$ cat src/rtl/md_unit.sv
// rtl/md_unit.sv - iterative unsigned 16x16 multiply / 16/16 divide unit
// One result bit per clock; start/busy/done handshake toward the sequencer.
module md_unit #(
    parameter int WIDTH = 16,
    parameter int CNT_W = 5
) (
    input  logic             clk,
    input  logic             rst,
    input  logic             start,
    input  logic             op,
    input  logic [WIDTH-1:0] arg1,
    input  logic [WIDTH-1:0] arg2,
    output logic [WIDTH-1:0] result_lo,
    output logic [WIDTH-1:0] result_hi,
    output logic             busy,
    output logic             done,
    output logic             div_zero
);

    typedef enum logic [1:0] {IDLE, RUN, DONE} state_t;

    state_t             state;
    logic               op_r;
    logic [CNT_W-1:0]   cnt;
    logic [2*WIDTH-1:0] acc;
    logic [2*WIDTH-1:0] mcand;
    logic [WIDTH-1:0]   shreg;    // multiplier (shifts right) or dividend (shifts left)
    logic [WIDTH-1:0]   divisor;
    logic [WIDTH-1:0]   rem;
    logic [WIDTH-1:0]   quo;

    logic [2*WIDTH-1:0] acc_next;
    logic [WIDTH-1:0]   rem_sh;
    logic [WIDTH:0]     trial;
    logic               q_bit;
    logic [WIDTH-1:0]   rem_next;
    logic [WIDTH-1:0]   quo_next;
    logic               last;

    always_comb begin
        acc_next = shreg[0] ? acc + mcand : acc;
        // Partial remainder stays below 2^i after i steps, so dropping rem[MSB] is safe.
        rem_sh   = {rem[WIDTH-2:0], shreg[WIDTH-1]};
        trial    = {1'b0, rem_sh} - {1'b0, divisor};
        q_bit    = ~trial[WIDTH];
        rem_next = q_bit ? trial[WIDTH-1:0] : rem_sh;
        quo_next = {quo[WIDTH-2:0], q_bit};
        last     = (cnt == CNT_W'(WIDTH - 1));
    end

    always_ff @(posedge clk) begin
        if (rst) begin
            state     <= IDLE;
            op_r      <= 1'b0;
            cnt       <= '0;
            acc       <= '0;
            mcand     <= '0;
            shreg     <= '0;
            divisor   <= '0;
            rem       <= '0;
            quo       <= '0;
            result_lo <= '0;
            result_hi <= '0;
            busy      <= 1'b0;
            done      <= 1'b0;
            div_zero  <= 1'b0;
        end else begin
            done <= 1'b0;
            case (state)
                IDLE, DONE: begin
                    if (start) begin
                        state   <= RUN;
                        busy    <= 1'b1;
                        op_r    <= op;
                        cnt     <= '0;
                        acc     <= '0;
                        rem     <= '0;
                        quo     <= '0;
                        mcand   <= {{WIDTH{1'b0}}, arg1};
                        shreg   <= op ? arg1 : arg2;
                        divisor <= arg2;
                    end else begin
                        state <= IDLE;
                        busy  <= 1'b0;
                    end
                end
                RUN: begin
                    cnt <= cnt + CNT_W'(1);
                    if (op_r) begin
                        shreg <= shreg << 1;
                        rem   <= rem_next;
                        quo   <= quo_next;
                    end else begin
                        shreg <= shreg >> 1;
                        mcand <= mcand << 1;
                        acc   <= acc_next;
                    end
                    if (last) begin
                        state    <= DONE;
                        busy     <= 1'b0;
                        done     <= 1'b1;
                        div_zero <= op_r && (divisor == '0);
                        if (op_r) begin
                            result_lo <= quo_next;
                            result_hi <= rem_next;
                        end else begin
                            result_lo <= acc_next[WIDTH-1:0];
                            result_hi <= acc_next[2*WIDTH-1:WIDTH];
                        end
                    end
                end
                default: begin
                    state <= IDLE;
                    busy  <= 1'b0;
                end
            endcase
        end
    end

endmodule

$ cat config.mk
export PLATFORM = sky130hd
export DESIGN_NAME = md_unit
export DESIGN_NICKNAME = d
export VERILOG_FILES = /design/src/rtl/md_unit.sv
export SDC_FILE = /design/constraint.sdc
export NUM_CORES = 1
export LEC_CHECK = 0
export BUFFER_PORTS_ARGS = -buffer_cell sky130_fd_sc_hd__buf_2
export CAP_MARGIN = 20
export CORE_UTILIZATION = 55
export CTS_BUF_LIST = sky130_fd_sc_hd__clkbuf_8
export DETAILED_ROUTE_END_ITERATION = 10
export GPL_TIMING_DRIVEN = 0
export PLACE_DENSITY = 0.76
export SYNTH_ARGS = -nofsm -noshare
export SYNTH_HDL_FRONTEND = slang
export SYNTH_SLANG_ARGS = --single-unit
$ cat constraint.sdc
create_clock -name clk -period 3.9 [get_ports clk]
set_input_delay 0.195 -clock clk [delete_from_list [all_inputs] [get_ports clk]]
set_output_delay 0.195 -clock clk [all_outputs]
set_load 0.1 [all_outputs]
==> results by group <==
Floorplan
  – Die area: around 19000 um^2
  – Die height: between 100 and 150 um
  – I/O Pins: between 70 and 80
  – Die X: approximately 140 um
  – Core box area: ~17000 um^2
  – Initial Util: 0.570
  – # rows: 48

Place
  – Buffers added on ports: 68
  – Detailed Place HPWL: around 25000 um
  – Global placement routability congestion: slightly above 0.9

Power
  – VDD IR-drop max: roughly 260 uV
  – Total power draw: ~3.8 mW
  – Lkg Pwr: roughly 4.4 nW
  – Pwr/cell area: 340 nW/um^2

Global route
  – Initial antenna violation count: 0
  – Gr usage total: 0.348
  – Largest net degree at the start of global routing: 17
  – Vias in the first global route: between 9000 and 10000
  – First-pass GRT wire length: about 50000 um
  – Total gr overflow: 0

Timing
  – Setup tns final: 0 ns
  – Fmax: 0.280 GHz
  – Finish-stage setup viols: 0
  – RSZ-0062 raised after global routing: false
  – Hold Fails Final Rpt: 0
  – Final min period: approximately 3.6 ns
  – Worst Skew: 0.0107 ns
  – Period utilisation layout: 0.915
  – Slew HR: 0.350
  – Worst slew pin tran: around 0.97 ns
  – Final Max Tran Viols: 0

Yosys
  – Sequential-to-total area share from yosys stat: 0.340
  – Post-Syn Nets: 1362
  – Cells after synthesis: 1275
  – Synth Area per Inst: 7.81 um^2
  – Number of enable flip-flop cells after synthesis: 0
  – Syn Std Cell Area: approximately 10000 um^2
  – Synthesized flop and latch total: 169
  – Synth top area share: 0.340
  – FFs w/ async S/R, synth: 0
  – Synth cell types: 64
  – Largest cells by area after synthesis: dfxtp_1 (34%), nand2_1 (6.9%), a21oi_1 (6.8%)
  – Leading register cell type out of synthesis: dfxtp_1
  – Biggest area consumer among synthesized cells: dfxtp_1
  – YS warnings: 0

Min path
  – Worst hold path class: in -> reg
  – Hold Path Sink: divisor[1]
  – Hold Crit Depth: 3
  – HP Start: arg2[1]

Critical path
  – Slowest stage cell on the critical path: a31oi_2
  – Top delay family on crit path: compound AO/OA/AOI/OAI gates
  – Critical path type: reg -> reg
  – CP max FO: 10
  – Slowest Stage Delay on Critical Path: 0.48 ns
  – CP Buf/Inv Count: 3
  – CP Launch Type: flop
  – Worst reg2reg endpoint: result_hi[7]
  – Cells on worst reg2reg path: 14
  – Number of cells on the critical path: 14
  – CP Capture Type: flop
  – Worst EP required: ~4.3 ns
  – R2R Setup Slk: 0.33 ns
  – CP arrival: 3.97 ns
  – Crit Reg-Reg Startpoint: shreg[15]
  – Crit-path cells: inv_1 -> ha_1 -> inv_1 -> fa_1 -> a211oi_2 -> o2111ai_1 -> o211ai_1 -> nand2_1 -> a31oi_2 -> buf_2 -> nand2_1 -> a31oi_1 -> o21ai_0 -> a21oi_1

Clock tree
  – Post-CTS setup buffer count: 0
  – Clock Tree Buf Depth: 2
  – CTS Buf Count: 17
  – H-tree depth: 4
  – CTS Root Cell: clkbuf_8
  – CTS tree: yes
  – Worst-path clk slew: 0.09 ns
  – Clock Sinks: 169
  – Clk_lat worst skew: about 0.47 ns

Layout
  – Synth-to-layout area growth: 11.7%
  – Fin nets: 1465
  – Diode count: 0
  – Layout cells sized above 1: 0.102

Detailed routing
  – Vias per cell: 6.25
  – DRT iter0 DRCs: between 1000 and 1500
  – Routed len/inst: around 20 um
  – Via count: between 10000 and 15000
  – DRT Wirelength: approximately 32000 um
  – Post-DRT Antenna Nets: 0
  – DRC violations left: 0
  – First-pass DRT Iterations: 10

Flow run
  – Max_cap viols: 0

Run status
  – Status: finished clean
final cells by class:
cell class	instances	area, um^2
fill	1568	6350
inverter	39	146
multi-input combinational	977	6010
clock buffer	19	262
clock inverter	13	119
sequential	169	3380
buffer	90	423
tap	225	282
timing repair buffer	84	500
state kept, by name, summed over array words and instances, names as in the netlist:
register and count:
state 2, result_hi 16, busy 1, quo 15
mcand 32, div_zero 1, shreg 16, result_lo 16
op_r 1, acc 32, rem 15, cnt 5
done 1, divisor 16
tightest hold or removal path: cells and delay by family:
family          cells  cell delay, ns
buf+inv             1            0.11
simple gates        1            0.07
compound gates      1            0.06
worst max path at each step:
stage | endpoint | from | slack [ns]
3_3_place_gp | result_hi[7] | shreg[15] | 0.27
2_1_floorplan | result_hi[7] | shreg[15] | 1.09
3_5_place_dp | result_hi[7] | shreg[15] | 0.25
6_report | result_hi[7] | shreg[15] | 0.33
4_1_cts | result_hi[7] | shreg[15] | 0.25
5_1_grt | result_hi[7] | shreg[15] | 0.12
metrics by stage:
stage | setup slack, ns | utilization | instance area [um^2] | hold WS (ns) | cells
5_1_grt | 0.124 | 0.637 | 11100 | 0.00479 | 1616
3_3_place_gp | 0.274 | 0.605 | 10600 | 0.439 | 1568
2_1_floorplan | 1.09 | - | 9960 | 0.331 | 1275
4_1_cts | 0.248 | 0.636 | 11100 | 0.00157 | 1616
3_5_place_dp | 0.255 | 0.605 | 10600 | 0.444 | 1568
6_report | 0.333 | 0.637 | 11100 | 0.00581 | 1616
layer usage:
| metal | GRT usage | share of wire | vias to the layer above |
|---|---|---|---|
| met5 | 0 | 0 | - |
| met4 | 0.201 | 0.054 | 0 |
| met3 | 0.0833 | 0.10 | 86 |
| met2 | 0.550 | 0.44 | 503 |
| met1 | 0.433 | 0.40 | 4749 |
| li1 | - | - | 4768 |
synth_stat cells, drive strengths merged (12+ instances only):
cell type,instances
a211oi,42
a21o,20
a21oi,136
a22oi,27
a311oi,19
a31oi,19
and3,13
buf,18
clkbuf,72
dfxtp,169
ha,49
inv,38
mux2,13
mux2i,44
nand2,183
nand3,54
nor2,136
nor3,16
o211ai,18
o21ai,46
o31ai,12
xnor2,23
cells by family (layout without fill, tap and decap cells):
kind of cell / Yosys count / count (layout) / share of synthesized area
compound gates: 379 / 379 / 0.249
xor+xnor: 34 / 34 / 0.0299
fa+ha+maj: 51 / 51 / 0.0656
buf+inv: 129 / 245 / 0.0572
flops: 169 / 169 / 0.340
mux: 57 / 57 / 0.0589
simple gates: 456 / 456 / 0.199
what timing repair did:
action,in CTS,in global routing
setup endpoints to repair,0,2
hold buffers,16,0
hold endpoints to repair,16,0
gates resized for setup,0,1
report_power, final:
group | leakage [nW] | internal [mW] | switching [mW]
clock | 0.191 | 0.544 | 0.695
sequential | 1.37 | 1.78 | 0.0543
combinational | 2.82 | 0.235 | 0.475
total | 4.38 | 2.56 | 1.22
placed cells by master (no fill, tap or decap), drive strengths merged, types with 8 or more instances in the layout:
cell | Yosys | layout
a211oi | 42 | 42
a31oi | 19 | 19
clkbuf | 72 | 91
buf | 18 | 86
mux2i | 44 | 44
o211ai | 18 | 18
a21oi | 136 | 136
xnor2 | 23 | 23
and3 | 13 | 13
ha | 49 | 49
inv | 38 | 43
o21bai | 8 | 8
dfxtp | 169 | 169
a311oi | 19 | 19
nor2 | 136 | 136
a22oi | 27 | 27
a21o | 20 | 20
nand3 | 54 | 54
nand2 | 183 | 183
nand4 | 8 | 8
o31ai | 12 | 12
nand2b | 11 | 11
xor2 | 11 | 11
nor3 | 16 | 16
nor2b | 9 | 9
mux2 | 13 | 13
dlygate4sd3 | 0 | 16
o21ai | 46 | 46
(Power assumes the default switching activity.)
